## src/rtl/result_streamer_pkg.sv

```systemverilog
// result_streamer_pkg: state encoding and element width shared
// by the streamer, its stream interface and the bench.
package result_streamer_pkg;

  localparam int ELEM_W = 32;

  typedef enum logic [2:0] {
    S_IDLE   = 3'd0,
    S_LAUNCH = 3'd1,
    S_ARM    = 3'd2,
    S_WAIT   = 3'd3,
    S_FETCH  = 3'd4,
    S_SEND   = 3'd5,
    S_FINISH = 3'd6
  } state_t;

endpackage

```

## src/rtl/result_streamer_if.sv

```systemverilog
// result_streamer_if: valid/ready stream of result elements
// tagged with their row/column and an end-of-matrix flag.
interface result_streamer_if
  import result_streamer_pkg::*;
#(
  parameter int n_len = 4
) ();

  logic [ELEM_W-1:0] out_data;
  logic [n_len-1:0]  out_row;
  logic [n_len-1:0]  out_col;
  logic              out_valid;
  logic              out_ready;
  logic              out_last;

  modport master (
    output out_data,
    output out_row,
    output out_col,
    output out_valid,
    output out_last,
    input  out_ready
  );

  modport slave (
    input  out_data,
    input  out_row,
    input  out_col,
    input  out_valid,
    input  out_last,
    output out_ready
  );

endinterface

```

## src/rtl/result_streamer.sv

```systemverilog
// result_streamer: starts the multiplier, then drains its n x n
// result row-major over a valid/ready stream with a running checksum.
module result_streamer
  import result_streamer_pkg::*;
#(
  parameter int n     = 10,
  parameter int n_len = (n > 1) ? $clog2(n) : 1
) (
  input  logic              clk,
  input  logic              rst,
  input  logic              go,
  output logic              mul_start,
  input  logic              mul_done,
  output logic [n_len-1:0]  z_i,
  output logic [n_len-1:0]  z_j,
  input  logic [ELEM_W-1:0] z_out,
  result_streamer_if.master out_s,
  output logic              busy,
  output logic [ELEM_W-1:0] checksum,
  output logic              checksum_valid
);

  localparam logic [n_len-1:0] LAST = n_len'(n - 1);

  state_t state;
  state_t state_n;

  logic [ELEM_W-1:0] data_q;
  logic [n_len-1:0]  row_q;
  logic [n_len-1:0]  col_q;
  logic              last_q;
  logic              valid;

  always_ff @(posedge clk) begin
    if (rst) begin
      state <= S_IDLE;
    end else begin
      state <= state_n;
    end
  end

  always_comb begin
    state_n        = state;
    mul_start      = 1'b0;
    busy           = 1'b1;
    valid          = 1'b0;
    checksum_valid = 1'b0;
    unique case (state)
      S_IDLE: begin
        busy = 1'b0;
        if (go) state_n = S_LAUNCH;
      end
      S_LAUNCH: begin
        mul_start = 1'b1;
        state_n   = S_ARM;
      end
      // a done level left over from the last job must drop first
      S_ARM: begin
        if (!mul_done) state_n = S_WAIT;
      end
      S_WAIT: begin
        if (mul_done) state_n = S_FETCH;
      end
      S_FETCH: begin
        state_n = S_SEND;
      end
      S_SEND: begin
        valid = 1'b1;
        if (out_s.out_ready) begin
          state_n = last_q ? S_FINISH : S_FETCH;
        end
      end
      S_FINISH: begin
        checksum_valid = 1'b1;
        state_n        = S_IDLE;
      end
      default: begin
        state_n = S_IDLE;
      end
    endcase
  end

  always_ff @(posedge clk) begin
    if (rst) begin
      z_i      <= '0;
      z_j      <= '0;
      data_q   <= '0;
      row_q    <= '0;
      col_q    <= '0;
      last_q   <= 1'b0;
      checksum <= '0;
    end else begin
      unique case (state)
        S_IDLE: begin
          if (go) begin
            checksum <= '0;
            z_i      <= '0;
            z_j      <= '0;
          end
        end
        S_WAIT: begin
          if (mul_done) begin
            z_i <= '0;
            z_j <= '0;
          end
        end
        S_FETCH: begin
          data_q <= z_out;
          row_q  <= z_i;
          col_q  <= z_j;
          last_q <= (z_i == LAST) && (z_j == LAST);
        end
        S_SEND: begin
          if (out_s.out_ready) begin
            checksum <= checksum + data_q;
            if (z_j == LAST) begin
              z_j <= '0;
              z_i <= (z_i == LAST) ? '0 : z_i + n_len'(1);
            end else begin
              z_j <= z_j + n_len'(1);
            end
          end
        end
        default: begin
        end
      endcase
    end
  end

  assign out_s.out_data  = data_q;
  assign out_s.out_row   = row_q;
  assign out_s.out_col   = col_q;
  assign out_s.out_valid = valid;
  assign out_s.out_last  = last_q & valid;

endmodule

```

## src/flat_wrapper.sv

```systemverilog
// flat-port wrapper written by rule: the top's interface ports become plain ports
module result_streamer_flat import result_streamer_pkg::*;
#(
  parameter int n     = 10,
  parameter int n_len = (n > 1) ? $clog2(n) : 1
)
  (clk, rst, go, mul_start, mul_done, z_i, z_j, z_out, busy, checksum, checksum_valid, out_s_out_data, out_s_out_row, out_s_out_col, out_s_out_valid, out_s_out_last, out_s_out_ready);
  result_streamer_if #(.n_len(n_len)) out_s_i ();
  input  logic clk;
  input  logic rst;
  input  logic go;
  output logic mul_start;
  input  logic mul_done;
  output logic [n_len-1:0] z_i;
  output logic [n_len-1:0] z_j;
  input  logic [ELEM_W-1:0] z_out;
  output logic busy;
  output logic [ELEM_W-1:0] checksum;
  output logic checksum_valid;
  output wire logic [$bits(out_s_i.out_data)-1:0] out_s_out_data;
  output wire logic [$bits(out_s_i.out_row)-1:0] out_s_out_row;
  output wire logic [$bits(out_s_i.out_col)-1:0] out_s_out_col;
  output wire logic [$bits(out_s_i.out_valid)-1:0] out_s_out_valid;
  output wire logic [$bits(out_s_i.out_last)-1:0] out_s_out_last;
  input wire logic [$bits(out_s_i.out_ready)-1:0] out_s_out_ready;
  assign out_s_out_data = out_s_i.out_data;
  assign out_s_out_row = out_s_i.out_row;
  assign out_s_out_col = out_s_i.out_col;
  assign out_s_out_valid = out_s_i.out_valid;
  assign out_s_out_last = out_s_i.out_last;
  assign out_s_i.out_ready = out_s_out_ready;
  result_streamer #(.n(n), .n_len(n_len)) u_core (.clk(clk), .rst(rst), .go(go), .mul_start(mul_start), .mul_done(mul_done), .z_i(z_i), .z_j(z_j), .z_out(z_out), .out_s(out_s_i), .busy(busy), .checksum(checksum), .checksum_valid(checksum_valid));
endmodule
```

## config.mk

```make
export PLATFORM = sky130hd
export DESIGN_NAME = result_streamer_flat
export DESIGN_NICKNAME = d
export VERILOG_FILES = /design/src/rtl/result_streamer_pkg.sv /design/src/rtl/result_streamer_if.sv /design/src/rtl/result_streamer.sv /design/src/flat_wrapper.sv
export SDC_FILE = /design/constraint.sdc
export NUM_CORES = 1
export LEC_CHECK = 0
export ABC_CLOCK_PERIOD_IN_PS = 3780
export CAP_MARGIN = 0
export CELL_PAD_IN_SITES_DETAIL_PLACEMENT = 1
export CELL_PAD_IN_SITES_GLOBAL_PLACEMENT = 1
export CORE_ASPECT_RATIO = 1.25
export CORE_UTILIZATION = 36
export DETAILED_ROUTE_END_ITERATION = 6
export MAX_ROUTING_LAYER = met4
export PLACE_DENSITY_LB_ADDON = 0.12
export SETUP_SLACK_MARGIN = 0.3
export SLEW_MARGIN = 20
export SYNTH_ARGS = -nofsm -noshare
export SYNTH_HDL_FRONTEND = slang
export SYNTH_SLANG_ARGS = --single-unit
```

## constraint.sdc

```tcl
create_clock -name clk -period 3.78 [get_ports clk]
set_input_delay 1.134 -clock clk [delete_from_list [all_inputs] [get_ports clk]]
set_output_delay 1.134 -clock clk [all_outputs]
set_load 0.01 [all_outputs]
```

==> results of run 1 <==
sequential cells by signal, summed over array words and instances (netlist names):
name and count:
u_core.out_s.out_col 4, u_core.checksum 32, u_core.z_i 4, u_core.state 3, u_core.out_s.out_data 32, u_core.z_j 4, u_core.out_s.out_row 4, u_core.last_q 1
final cells by class:
type | instances | area [um^2]
clock inverter | 3 | 46.3
multi-input combinational | 473 | 2910
inverter | 18 | 67.6
clock buffer | 13 | 250
timing repair buffer | 127 | 1250
tap | 168 | 210
sequential | 84 | 1680
fill | 1558 | 6360
through the flow:
step / power (mW) / hold WS (ns)
global route: 2.35 / 0.494
finish: 2.24 / 0.462
detailed placement: 1.37 / 0.451
floorplan: 1.19 / 0.441
CTS: 2.27 / 0.461
global placement: 1.36 / 0.446
cell usage after synthesis (4+ instances only):
master and n:
o31ai_1 5, and2_1 5, xnor2_1 17, a22oi_1 14, o21a_1 5, xor2_1 12
ha_1 35, o21bai_1 5, nor2_1 51, a21oi_1 70, nor3_1 10, dfxtp_1 84
nand3_1 12, nand2_1 115, clkbuf_1 27, o21ai_0 30, nand2b_1 8, o21ai_1 4
nor2b_1 4, a31oi_1 4, inv_1 18, a21o_1 9, a211oi_1 5
layer usage:
layer | track usage (%) | vias up | part of all wire, % | routed length, um
li1 | - | 2339 | - | -
met1 | 22.6 | 2271 | 41 | 5920
met2 | 43.2 | 73 | 55 | 7890
met3 | 3.22 | 17 | 2.8 | 398
met4 | 7.54 | 0 | 1.5 | 212
met5 | - | - | 0 | 0
power by group through the flow:
stage	Clock [mW]	Sequential (mW)	Combinational, mW
5_1_grt	0.952	0.983	0.415
2_1_floorplan	0	0.975	0.216
3_5_place_dp	0	0.997	0.376
6_report	0.891	0.977	0.372
3_3_place_gp	0	0.995	0.361
4_1_cts	0.916	0.977	0.380
worst max-delay path: cells and delay by family (launching register included):
family        cells  cell delay [ns]
buf+inv           2             0.66
simple gates      2             0.51
flops             1             0.53
cell usage in the layout (no fill, tap or decap), drive strengths merged, types with 14 or more instances in the layout:
cell,Yosys,final
nor2,51,51
a22oi,14,14
dfxtp,84,84
nand2,115,115
a21oi,70,70
inv,18,18
o21ai,34,34
xnor2,17,17
ha,35,35
clkdlybuf4s50,0,120
kinds of logic after synthesis:
logic type,after synthesis
AO/OA/AOI/OAI,180
XOR/XNOR,29
adder cells (fa/ha/maj),36
buffers and inverters,46
flip-flops,84
multiplexers,2
AND/OR/NAND/NOR,226
worst max path at each step:
stage	slack, ns	end	depth (start not counted)	start
2_1_floorplan	1.02	u_core.checksum[28]	12	u_core.out_s.out_data[0]
3_3_place_gp	0.77	u_core.z_i[1]	7	mul_done
3_5_place_dp	0.60	u_core.z_i[1]	7	mul_done
4_1_cts	0.59	out_s_out_valid	4	u_core.state[0]
5_1_grt	0.44	out_s_out_valid	4	u_core.state[0]
6_report	0.60	out_s_out_valid	4	u_core.state[0]
==> results.md, run 1 <==
- Status: finished clean
- Sequential cell area fraction in the yosys report: 35.3%
- Int Pwr: 1.63 mW
- Slowest cell on crit path: clkdlybuf4s50_1
- Initial Util: 37.3%
- Max_slew headroom: 37.5%
- DRC: 0
- GRT overflow: 0
- Clk slew on worst S/H paths: 0.06 ns
- Worst-Margin Slew: 0.938 ns
- Mapped cell area: 4760 um^2
- Max Cap Violations: 0
- Share of layout cells above drive strength 1: 4.46%
- Worst path required time: 2.65 ns
- Wire per inst: 16.3 um
- Pre-antenna DRT Iters: 4
- CP startpoint kind: flip-flop
- Max IR drop VDD: 238 uV
- Clock power share: 39.8%
- Worst path max stage delay: 0.54 ns
- Min-delay worst type: flip-flop to flip-flop
- RSZ-0062 raised after global routing: no
- Yosys reg bits: 84
- # diodes: 0
- Setup slack, reg-to-reg: 0.73 ns
- DR vias/cell: 5.30
- Place WS: 0.605 ns
- Core outline area: 12800 um^2
- Slew Limit Fails: 0
- Clk_skew: 0.00430 ns
- Via count: 4700
- Starting DRC count in detailed routing: 113
- Root Buffer: clkbuf_16
- Worst r2r src: u_core.out_s.out_data[0]
- GRT Util Overall: 22.1%
- Setup CP Type: flip-flop to output pin
- Global-route wire length before repair: 23200 um
- CTS Buffer Depth: 2
- Detailed placement HPWL: 10900 um
- CTS tree: done
- Yosys Warn Count: 0
- Net Sw Frac: 27.4%
- DP Area: 6120 um^2
- Critical Path AT: 2.04 ns
- Design area: 6420 um^2
- Share of power burned in registers: 43.6%
- Layout Cells excl Fill: 886
- I/O Buffers: 121
- Final nets: 786
- Main combinational cell family by area after synthesis: compound AO/OA/AOI/OAI gates
- Core Rows: 46
- Post-DRT Antenna Nets: 0
- Placed Cells: 870
- Final setup viols: 0
- Worst Reg-to-Reg Cells: 12
- Largest net degree at the start of global routing: 42
- Clk_lat worst skew: 0.34 ns
- Part of the cycle the worst path needs: 84.1%
- Avg Synthesized Cell Area: 7.90 um^2
- Utilization after layout: 50.2%
- Synth Area in Simple Gates: 21.2%
- Async SR Flop Fraction: 0%
- Final hold vios: 0
- Initial antenna violation count: 0
- Post-synthesis xor/xnor area fraction: 5.33%
- Cts hold-fix bufs: 0
- Area Growth Syn to Fin: 34.8%
- TritonCTS Buffers: 9
- Sink Count: 84
- H-tree depth: 3
- Crit path capture type: output pin
- Hold Path End: u_core.out_s.out_row[1]
- Setup ws final: 0.602 ns
- Post-CTS Setup Inserts: 0
- Psw: 0.614 mW
- Pwr/cell area: 349 nW/um^2
- Die ar.: 13700 um^2
- Worst Hold Launch: u_core.out_s.out_row[1]
- Final GP Congestion: 0.839
- Min Tclk post-route: 3.18 ns
- Share of Yosys cell area claimed by the top area cell type: 35.3%
- Adder-Cell Fraction of Synth Area: 9.62%
- Number of synthesized flops with an enable pin: 0
- Die X: 105 um
- Top cells by area, synth: dfxtp_1 35%, ha_1 9.2%, nand2_1 9.1%
- Synth Area in Compound Gates: 24.4%
- Overall routed net length: 14400 um
- Die Y-Extent: 131 um
- Leakage: 2.47 nW
- Synth cell types: 58
- Reg-to-Reg End: u_core.checksum[28]
- Top_reg_cell synth: dfxtp_1
- Fmax: 315 MHz
- Worst Hold Depth: 2
- Top-Level Pins: 122
- Vias in the first global route: 4852
- Yosys top cell by area: dfxtp_1
- Max FO, Critical Path: 12
- Cell chain of the critical path: nor2b_1, nand2_1, inv_1, clkdlybuf4s50_1
- Comb pwr share: 16.6%
- Synthesized Nets: 676
- Cells after synthesis: 603
- Sum Neg Setup Slack: 0 ns
- Post-synthesis mux area share: 0.447%
- CTS-repair resized insts: 0
Power figures use the tool's default switching activity.
==> inputs of run 2 (changes only) <==
--- a/config.mk
+++ b/config.mk
@@ -5,7 +5,7 @@
 export SDC_FILE = /design/constraint.sdc
 export NUM_CORES = 1
 export LEC_CHECK = 0
-export ABC_CLOCK_PERIOD_IN_PS = 3780
+export ABC_CLOCK_PERIOD_IN_PS = 3200
 export CAP_MARGIN = 0
 export CELL_PAD_IN_SITES_DETAIL_PLACEMENT = 1
 export CELL_PAD_IN_SITES_GLOBAL_PLACEMENT = 1
==> constraint.sdc (replaced) <==
create_clock -name clk -period 3.2 [get_ports clk]
set_input_delay 0.96 -clock clk [delete_from_list [all_inputs] [get_ports clk]]
set_output_delay 0.96 -clock clk [all_outputs]
set_load 0.01 [all_outputs]
==> run 2 against run 1 <==
Total power grew 21%. Critical path depth grew 8. First-iteration DRC count grew 15%. Combinational power grew 24%. Highest routed layer unchanged. Wire length grew 6.0%. Sequential share of layout area shrank 1.0 points. Hold slack lost 0.0027 ns. Final area grew 4.7%. Global-route usage grew 1.0 points. Critical path type is now flip-flop to flip-flop. Critical endpoint is now u_core.checksum[28].
==> results.md, run 2 (synthesized netlist as in run 1, its figures left out) <==
- Worst r2r src: u_core.out_s.out_data[0]
- Final GP Congestion: 0.839
- Reg-to-Reg End: u_core.checksum[28]
- Global-route wire length before repair: 24600 um
- Die X: 105 um
- Max_slew headroom: 33.6%
- GRT Util Overall: 23.1%
- Fmax: 334 MHz
- RSZ-0062 raised after global routing: yes
- Clk slew on worst S/H paths: 0.07 ns
- CTS tree: done
- Setup CP Type: flip-flop to flip-flop
- Initial Util: 37.3%
- Sink Count: 84
- Commonest non-fill, non-tap cells in the layout: 120 x clkdlybuf4s50_1, 115 x nand2_1, 81 x dfxtp_1, 70 x a21oi_1, 51 x nor2_1
- Final nets: 800
- Share of layout cells above drive strength 1: 9.70%
- Die Y-Extent: 131 um
- Max Cap Violations: 0
- Min-delay worst type: flip-flop to flip-flop
- Die ar.: 13700 um^2
- Area occupied by multi-input gates: 3100 um^2
- Worst Hold Launch: u_core.out_s.out_col[0]
- Area Growth Syn to Fin: 41.1%
- Post-DRT Antenna Nets: 0
- Utilization after layout: 52.6%
- Overall routed net length: 15300 um
- DR vias/cell: 5.36
- Via count: 4824
- Cts hold-fix bufs: 0
- Worst path required time: 3.41 ns
- CP startpoint kind: flip-flop
- Fillers: 1533
- Setup slack, reg-to-reg: 0.21 ns
- Design area: 6720 um^2
- Status: finished clean
- Commonest non-fill, non-tap cell in the layout: clkdlybuf4s50_1
- GRT overflow: 0
- Leakage: 2.56 nW
- Pwr/cell area: 402 nW/um^2
- Setup ws final: 0.210 ns
- I/O Buffers: 121
- Detailed placement HPWL: 11100 um
- Worst-Margin Slew: 0.996 ns
- Sum Neg Setup Slack: 0 ns
- Initial antenna violation count: 0
- Place WS: 0.146 ns
- TritonCTS Buffers: 9
- H-tree depth: 3
- Part of the cycle the worst path needs: 93.4%
- Core Rows: 46
- Min Tclk post-route: 2.99 ns
- Top-Level Pins: 122
- Storage cell area: 1690 um^2
- Worst Hold Depth: 2
- CP startpoint: u_core.out_s.out_data[0]
- Root Buffer: clkbuf_16
- Worst path max stage delay: 0.54 ns
- DP Area: 6150 um^2
- Largest net degree at the start of global routing: 42
- Pre-antenna DRT Iters: 4
- Max FO, Critical Path: 4
- Wire per inst: 17.0 um
- # diodes: 0
- Final setup viols: 0
- Crit path capture type: flip-flop
- Vias in the first global route: 5037
- Max IR drop VDD: 268 uV
- Clk_skew: 0.00584 ns
- Starting DRC count in detailed routing: 130
- DRC: 0
- Worst Reg-to-Reg Cells: 12
- Final hold vios: 0
- Slew Limit Fails: 0
- Clk_lat worst skew: 0.35 ns
- Hold Path End: u_core.out_s.out_col[0]
- Slowest cell on crit path: or4b_4
- CTS Buffer Depth: 2
- Critical Path AT: 3.20 ns
- Cell chain of the critical path: ha_4, inv_2, fa_2, nor2b_4, o31a_1, o31a_1, o2111ai_4, a31oi_4, or4b_4, a31oi_4, xor2_1, o21ai_1
- Core outline area: 12800 um^2
## run 2: cell count changes in the layout (fill, tap and decap cells not counted), moves of 3 or more
| cell | change |
|---|---|
| buf_4 | +14 |
| ha_1 | -6 |
| ha_4 | +6 |
| clkbuf_1 | -3 |
| dfxtp_1 | -3 |
| o21ai_0 | -3 |
## run 2: how the worst max path moves through the flow
stage / endpoint / slack (ns) / cells after the start
after floorplan: u_core.checksum[28] / 0.44 / 12
after global placement: u_core.checksum[28] / 0.25 / 12
after detailed placement: u_core.checksum[30] / 0.15 / 12
after CTS: u_core.checksum[28] / 0.25 / 12
after global routing: u_core.checksum[28] / 0.11 / 12
final: u_core.checksum[28] / 0.21 / 12
## run 2: worst max-delay path: cells and delay by family, from the launching register on
kind | cells | cell delay [ns]
buf+inv | 1 | 0.06
flops | 1 | 0.36
compound gates | 6 | 1.28
fa+ha+maj | 2 | 0.40
simple gates | 2 | 0.59
xor+xnor | 1 | 0.16
## run 2: repair_timing
action | CTS | global route
endpoints found under the setup margin | 7 | 8
pin swaps | 8 | 14
cloned | 0 | 0
gates resized for setup | 14 | 23
buffers inserted | 4 | 6
## run 2: report_power, final
group / leakage [nW] / internal (mW) / switching (mW) / total [mW]
logic: 1.73 / 0.223 / 0.239 / 0.462
registers: 0.679 / 1.09 / 0.0733 / 1.16
clock network: 0.144 / 0.610 / 0.469 / 1.08
total: 2.56 / 1.92 / 0.781 / 2.70
## run 2: metrics by stage
stage / std cells / hold WS, ns / power, mW
3_5_place_dp: 874 / 0.448 / 1.63
6_report: 900 / 0.459 / 2.70
3_3_place_gp: 874 / 0.446 / 1.61
5_1_grt: 900 / 0.489 / 2.82
4_1_cts: 894 / 0.457 / 2.71
2_1_floorplan: 603 / 0.441 / 1.41
## run 2: routing by layer
metal	GRT usage [%]	wire length, um	up-vias
met5	-	0	-
met4	9.94	337	0
met3	2.73	419	21
met2	43.7	8220	78
met1	24.4	6300	2349
li1	-	-	2376
## run 2: layout make-up
cell class	count	share of cell area, %
inverter	18	1.01
sequential	84	25.2
clock buffer	9	3.35
tap	168	3.13
clock inverter	7	1.12
timing repair buffer	141	20.2
multi-input combinational	473	46.1
==> inputs of run 3 (changes only) <==
==> constraint.sdc (replaced) <==
create_clock -name clk -period 3.2 [get_ports clk]
set_input_delay 0.64 -clock clk [delete_from_list [all_inputs] [get_ports clk]]
set_output_delay 0.64 -clock clk [all_outputs]
set_load 0.01 [all_outputs]
==> run 3 against run 2 <==
Critical path depth stayed put. Combinational power is 4% lower. Final cell count is 0.89% lower. Critical path type unchanged. Largest cell class unchanged. Largest power group unchanged.
==> results.md, run 3 (synthesized netlist as in run 1, its figures left out) <==
- Global-route wire length before repair: 24000 um
- Clk slew on worst S/H paths: 0.07 ns
- Worst r2r src: u_core.checksum[0]
- Die Y-Extent: 131 um
- Storage cell area: 1680 um^2
- Wire per inst: 16.8 um
- Pwr/cell area: 414 nW/um^2
- Clock power share: 41.7%
- Sink Count: 84
- Initial antenna violation count: 0
- Net Sw Frac: 27.6%
- Max IR drop VDD: 223 uV
- RSZ-0062 raised after global routing: yes
- CTS Buffer Depth: 2
- Fillers: 1555
- Initial Util: 37.3%
- DRC: 0
- Status: finished clean
- Final hold vios: 0
- Pre-antenna DRT Iters: 4
- DR vias/cell: 5.33
- CP startpoint: u_core.checksum[0]
- Final nets: 792
- Area occupied by multi-input gates: 3040 um^2
- Die ar.: 13700 um^2
- H-tree depth: 3
- Slew Limit Fails: 0
- Leakage: 2.53 nW
- Max Cap Violations: 0
- Hold slack: 0.460 ns
- Max FO, Critical Path: 4
- Starting DRC count in detailed routing: 116
- Core Rows: 46
- Comb pwr share: 16.2%
- GRT Util Overall: 22.7%
- Commonest non-fill, non-tap cells in the layout: 120 x clkdlybuf4s50_1, 115 x nand2_1, 82 x dfxtp_1, 70 x a21oi_1, 51 x nor2_1
- Overall routed net length: 15000 um
- Total Power: 2.74 mW
- TritonCTS Buffers: 9
- # diodes: 0
- Share of layout cells above drive strength 1: 8.43%
- Final GP Congestion: 0.827
- Vias in the first global route: 4928
- Max_slew headroom: 36.4%
- Utilization after layout: 51.9%
- Top-Level Pins: 122
- Part of the cycle the worst path needs: 91.1%
- GRT overflow: 0
- Detailed placement HPWL: 10900 um
- Share of power burned in registers: 42.1%
- CP startpoint kind: flip-flop
- Worst path required time: 3.41 ns
- Worst-Margin Slew: 0.954 ns
- Place WS: 0.203 ns
- I/O Buffers: 121
- Final setup viols: 0
- Min-delay worst type: flip-flop to flip-flop
- Fmax: 343 MHz
- Largest net degree at the start of global routing: 42
- Psw: 0.758 mW
- Post-DRT Antenna Nets: 0
- Root Buffer: clkbuf_16
- Clk_skew: 0.00977 ns
- Clk_lat worst skew: 0.34 ns
- Int Pwr: 1.98 mW
- Die X: 105 um
- Setup ws final: 0.284 ns
- Area Growth Syn to Fin: 39.1%
- Setup CP Type: flip-flop to flip-flop
- Worst Hold Launch: u_core.out_s.out_row[2]
- Crit path capture type: flip-flop
- Sum Neg Setup Slack: 0 ns
- Critical Path AT: 3.12 ns
- Commonest non-fill, non-tap cell in the layout: clkdlybuf4s50_1
- Core outline area: 12800 um^2
- Via count: 4753
- CTS tree: done
- Min Tclk post-route: 2.92 ns
==> run 3: cell types whose count changed in the layout (fill, tap and decap cells not counted), moves of 2 or more <==
cell	change
clkinvlp_4	-2
dfxtp_4	-2
buf_4	-8
a31oi_4	-2
ha_1	-3
ha_2	+3
==> run 3: timing repair <==
action | 4_1_cts | 5_1_grt
resized for setup | 9 | 17
setup endpoints to repair | 3 | 7
buffers inserted | 2 | 3
pin swaps | 5 | 9
hold buffers | 0 | 0
==> run 3: path summary, 6_finish.rpt <==
check | cells after the start | endpoint | slack (ns)
setup / recovery | 12 | u_core.checksum[28] | 0.28
hold / removal | 2 | u_core.out_s.out_row[2] | 0.46
setup reg to reg | 12 | u_core.checksum[28] | 0.28
hold reg to reg | 2 | u_core.out_s.out_row[2] | 0.46
==> run 3: per-layer routing <==
metal	GRT usage (%)	up-vias	routed length (um)
met5	-	-	0
met4	7.04	0	223
met3	4.41	16	507
met2	42.2	77	7970
met1	24.4	2304	6290
li1	-	2356	-
==> run 3: final cells by class <==
type | instances | share of cell area, %
Multi-Input combinational cell | 473 | 45.9
Inverter | 18 | 1.02
Clock inverter | 7 | 1.49
Tap cell | 168 | 3.17
Timing Repair Buffer | 133 | 19.6
Sequential cell | 84 | 25.4
Clock buffer | 9 | 3.40
==> run 3: critical path, stage by stage, from the launching register on <==
cell and delay [ns]:
dfxtp_2 0.34, ha_4 0.17, inv_2 0.05, fa_2 0.23, nor2b_4 0.05, o31a_1 0.27
o31a_1 0.33, o2111ai_2 0.30, a31oi_2 0.15, or4b_1 0.48, a31oi_1 0.18, xor2_1 0.16
o21ai_1 0.07
==> run 3: power by group through the flow <==
stage                     sequential (mW)  clock, mW  combinational, mW
final                                1.15       1.14              0.445
after global routing                 1.16       1.22              0.493
after CTS                            1.15       1.18              0.450
after detailed placement             1.18          0              0.444
after global placement               1.17          0              0.431
after floorplan                      1.15          0              0.256
==> run 3: metrics by stage <==
stage               cells  instance area (um^2)
floorplan             603                  4760
global placement      871                  6130
detailed placement    871                  6130
CTS                   889                  6530
global route          892                  6630
finish                892                  6630
